$ cat config.mk
export PLATFORM = sky130hd
export DESIGN_NAME = execute_redirect
export DESIGN_NICKNAME = d
export VERILOG_FILES = /design/src/rtl/execute_redirect.sv
export SDC_FILE = /design/constraint.sdc
export NUM_CORES = 1
export LEC_CHECK = 0
export CORE_ASPECT_RATIO = 0.7
export CORE_MARGIN = 4
export CORE_UTILIZATION = 39
export DETAILED_ROUTE_END_ITERATION = 16
export PLACE_DENSITY = 0.8
export SYNTH_ARGS = -nofsm -noshare
export SYNTH_HDL_FRONTEND = slang
export SYNTH_SLANG_ARGS = --single-unit
$ cat constraint.sdc
create_clock -name clk -period 3.25 [get_ports clk]
set_clock_uncertainty 0.05 [all_clocks]
set_input_delay 0.4875 -clock clk [delete_from_list [all_inputs] [get_ports clk]]
set_output_delay 0.4875 -clock clk [all_outputs]
set_load 0.005 [all_outputs]
$ cat src/rtl/execute_redirect.sv
// ============================================================================
// Module      : execute_redirect
// Description : RV32I execute-stage branch/jump resolution, fetch redirect,
//               wrong-path squash and EX/MEM link-write register.
// Revision    : 1.0 - initial release
// ============================================================================
`default_nettype none

module execute_redirect #(
    parameter int XLEN  = 32,
    parameter int CNT_W = 16
) (
    input  logic             clk,
    input  logic             rst,
    input  logic             BranchE,
    input  logic             JumpE,
    input  logic             JalrE,
    input  logic [2:0]       Funct3E,
    input  logic [XLEN-1:0]  RD1E,
    input  logic [XLEN-1:0]  RD2E,
    input  logic [XLEN-1:0]  ImmExtE,
    input  logic [XLEN-1:0]  PCE,
    input  logic [XLEN-1:0]  PCPlus4E,
    input  logic [4:0]       RdE,
    input  logic             RegWriteE,
    output logic             PCSrcE,
    output logic [XLEN-1:0]  PCTarget,
    output logic             SquashE,
    output logic             RegWriteM,
    output logic [4:0]       RdM,
    output logic [XLEN-1:0]  LinkM,
    output logic             MisalignM,
    output logic [CNT_W-1:0] RedirectCnt
);

    typedef enum logic [1:0] {
        RUN   = 2'd0,
        KILL2 = 2'd1,
        KILL1 = 2'd2
    } state_t;

    state_t            r_state;
    state_t            w_state_nxt;
    logic              w_cond;
    logic              w_raw_taken;
    logic              w_squash;
    logic              w_pcsrc;
    logic [XLEN-1:0]   w_jalr_sum;
    logic [XLEN-1:0]   w_target;

    always_comb begin
        w_cond = 1'b0;
        case (Funct3E)
            3'b000:  w_cond = (RD1E == RD2E);
            3'b001:  w_cond = (RD1E != RD2E);
            3'b100:  w_cond = ($signed(RD1E) <  $signed(RD2E));
            3'b101:  w_cond = ($signed(RD1E) >= $signed(RD2E));
            3'b110:  w_cond = (RD1E <  RD2E);
            3'b111:  w_cond = (RD1E >= RD2E);
            default: w_cond = 1'b0;
        endcase
    end

    assign w_jalr_sum  = RD1E + ImmExtE;
    assign w_target    = JalrE ? {w_jalr_sum[XLEN-1:1], 1'b0} : (PCE + ImmExtE);
    assign w_raw_taken = JumpE | JalrE | (BranchE & w_cond);
    assign w_squash    = (r_state != RUN);
    assign w_pcsrc     = w_raw_taken & ~w_squash;

    // Two wrong-path slots follow every redirect; taken-looking ones are ignored.
    always_comb begin
        w_state_nxt = r_state;
        case (r_state)
            RUN:     if (w_raw_taken) w_state_nxt = KILL2;
            KILL2:   w_state_nxt = KILL1;
            KILL1:   w_state_nxt = RUN;
            default: w_state_nxt = RUN;
        endcase
    end

    always_ff @(posedge clk or negedge rst) begin
        if (!rst) begin
            r_state <= RUN;
        end else begin
            r_state <= w_state_nxt;
        end
    end

    always_ff @(posedge clk or negedge rst) begin
        if (!rst) begin
            RegWriteM   <= 1'b0;
            RdM         <= 5'd0;
            LinkM       <= '0;
            MisalignM   <= 1'b0;
            RedirectCnt <= '0;
        end else begin
            RegWriteM   <= RegWriteE & ~w_squash;
            RdM         <= RdE;
            LinkM       <= PCPlus4E;
            MisalignM   <= w_pcsrc & w_target[1];
            if (w_pcsrc) begin
                RedirectCnt <= RedirectCnt + CNT_W'(1);
            end
        end
    end

    assign PCSrcE   = w_pcsrc;
    assign PCTarget = w_target;
    assign SquashE  = w_squash;

endmodule

`default_nettype wire

==> results.toml <==
[outcome]
status = "complete, but fails checks"
violations = "setup timing"

[global_route]
grt_max_degree = 37
grt_pass1_vias = 8504
overflow = 0
antenna_found_initial = 0
grt_use_total = 0.316
grt_first_pass_wirelength_um = 44400

[cts]
cts_buffer_depth = 2
clk_latency_ns = 0.32
cts_inserted_buffers = 9
root_buffer = "clkbuf_16"
cts.sink_count = 57
clkTransAtPathRegs_ns = 0.06
cts_tree = "yes"
htreeDepth = 3

[routing]
vias_per_cell = 5.87
routed_wl_um = 34100
drtPass1Iterations = 6
detail-route-antenna-nets = 0
wl_per_cell_um = 23.8
first_iter_violations = 738
vias = 8415
drt_drc_violations_left = 0

[synthesis]
yosysTopAreaCellShare = 0.238
muxShareOfSynthArea = 0.0213
synth-seq-cells = 57
synthSimpleGateAreaFrac = 0.154
synth-main-ff-cell = "dfrtp_1"
seq_area_frac_synth = 0.238
synth_warnings = 0
synth_nets = 976
synth_compound_area_frac = 0.239
yosysTopAreaCell = "dfrtp_1"
synth.top_cells.by_count = "94 x ha_1, 72 x a21oi_1, 57 x dfrtp_1, 53 x inv_1, 50 x nand2_1"
synthAdderAreaFrac = 0.203
yosysMostFrequentCell = "ha_1"
synth_cells = 706
avgSynthCellArea_um2 = 8.48
async_reset_ff_frac = 1.00
yosys.cell_types.count = 62
synthesis.area_um2 = 5980
synth.area.top_cells = "dfrtp_1 24%, ha_1 20%, a21oi_1 6.0%"
synth_xor_area_frac = 0.101
synth_top_family_by_area = "compound AO/OA/AOI/OAI gates"
synth_edf_count = 0

[cells_and_area]
final_cell_area_um2 = 12800
area_growth_pct = 114
fillers = 715
drive_gt1_frac = 0.473
antenna_cells = 0
nets = 1504

[sta]
fin_ws_ns = -0.639
fin_crit_sh = 1.20
period_minus_slack_ns = 3.89
setup_violations = 24
slew_headroom = 0.499
rsz0062_at_grt = "yes"
fmaxAchievable_ghz = 0.257
hold_viol_final = 0
worst_pin_slew_ns = 0.752
tns_ns = -7.50
slew_violations = 0

[floorplan]
die_x_um = 156
coreArea_um2 = 14900
die_y_um = 112
initial_utilization = 0.403
pin_count = 263
rows = 37
dieArea_um2 = 17400

[placement]
post_dp_cell_area_um2 = 10400
place.detailed.hpwl_um = 20200
dp_slack_ns = -1.45
port_buffers = 262
gp_congestion = 0.919

[power_and_ir_drop]
clkPwrFrac = 0.211
power.density_nw_per_um2 = 353
seqPwrFrac = 0.190
p_int_uw = 2860
power.total_uw = 4530
p_sw_uw = 1670
comb_power_share = 0.599
netSwitchingFraction = 0.368
p_leak_uw = 0.00590
vdd_ir_drop_max_mv = 0.302

[critical_path]
ff2ff_setup_slack_ns = 0.97
worst_ep_arrival_time_ns = 3.35
path_cells = "buf_2 > ha_4 > o211ai_1 > o211ai_1 > buf_4 > a211oi_2 > buf_4 > buf_6 > buf_6 > nor2_4 > a21oi_2 > o21bai_1 > a21o_1 > a21oi_2 > xor2_1 > o21ai_1 > buf_2"
end_kind = "output pin"
cpMaxStageDelayCell = "o21ai_1"
startpoint_type = "input port"
cp_slowest_stage_delay_ns = 0.38
reg2reg_depth = 5
worst-setup-path-type = "in2out"
r2r_start = "RedirectCnt[2]"
critPathRequiredTime_ns = 2.71
r2r_end = "RedirectCnt[15]"
path_max_fanout = 2

[job]
drv_cap = 0

[hold_path]
min_path_type = "in2async"
final cells by class:
class,instances,area [um2],share of cell area
clock buffers,10,239,0.0186
clock inverters,6,67.6,0.00526
inverters,53,209,0.0163
multi-input cells,584,6010,0.469
flip-flops and latches,57,1430,0.111
well taps,195,244,0.0190
repair buffers,529,4630,0.361
per-layer routing:
layer / vias to the layer above / track usage / part of all wire
met4: 0 / 0.121 / 0.080
li1: 3618 / - / -
met1: 3979 / 0.368 / 0.34
met5: - / 0 / 0
met2: 596 / 0.570 / 0.48
met3: 222 / 0.0579 / 0.097
cell usage in the layout (no fill, tap or decap), types with 28 or more instances in the layout:
cell type and n:
clkdlybuf4s50_1 124, a21oi_1 40, nand2_1 44, inv_1 28, buf_6 49, buf_2 31, xor2_1 38, nor2_1 33
ha_4 61, buf_4 225, dfrtp_1 57, dlygate4sd2_1 50
timing repair:
item	in CTS	in global routing
pin swaps	157	112
buffers inserted	46	31
endpoints found under the setup margin	47	41
gates cloned	0	1
hold buffers	0	0
resized for setup	522	166
worst max path at each step:
stage / start / to
floorplan: ImmExtE[0] / PCTarget[28]
global placement: ImmExtE[0] / PCTarget[28]
detailed placement: ImmExtE[0] / PCTarget[28]
CTS: PCE[0] / PCTarget[30]
global route: ImmExtE[4] / PCTarget[21]
finish: PCE[2] / PCTarget[21]
state kept, by name, indices dropped and copies added, names as in the netlist:
register	cells
RdM	5
RegWriteM	1
RedirectCnt	16
MisalignM	1
LinkM	32
r_state	2
critical path, delay by kind of cell:
kind                       cells  cell delay, ns
AOI/OAI and AO/OA              8            1.57
buffers and inverters          6            0.89
adders and majority gates      1            0.24
xor gates and xnor gates       1            0.12
and+or+nand+nor                1            0.03
stage by stage:
stage           util  hold WS (ns)  std cells
2_1_floorplan      -         0.142        706
3_3_place_gp   0.703         0.366       1348
3_5_place_dp   0.703         0.414       1348
4_1_cts        0.812         0.195       1404
5_1_grt        0.864         0.234       1434
6_report       0.864         0.175       1434
kinds of logic after synthesis:
| logic type | count (synthesis) |
|---|---|
| fa+ha+maj | 96 |
| buf+inv | 65 |
| simple gates | 187 |
| mux | 12 |
| flops | 57 |
| xor+xnor | 69 |
| compound gates | 220 |
power by group through the flow:
stage                     clock, uW  combinational (uW)  sequential, uW
after CTS                       959                2220             854
after global routing           1000                2840             870
final                           955                2710             862
after detailed placement          0                1950             863
after floorplan                   0                 869             861
after global placement            0                1910             857
(Power assumes the default switching activity.)
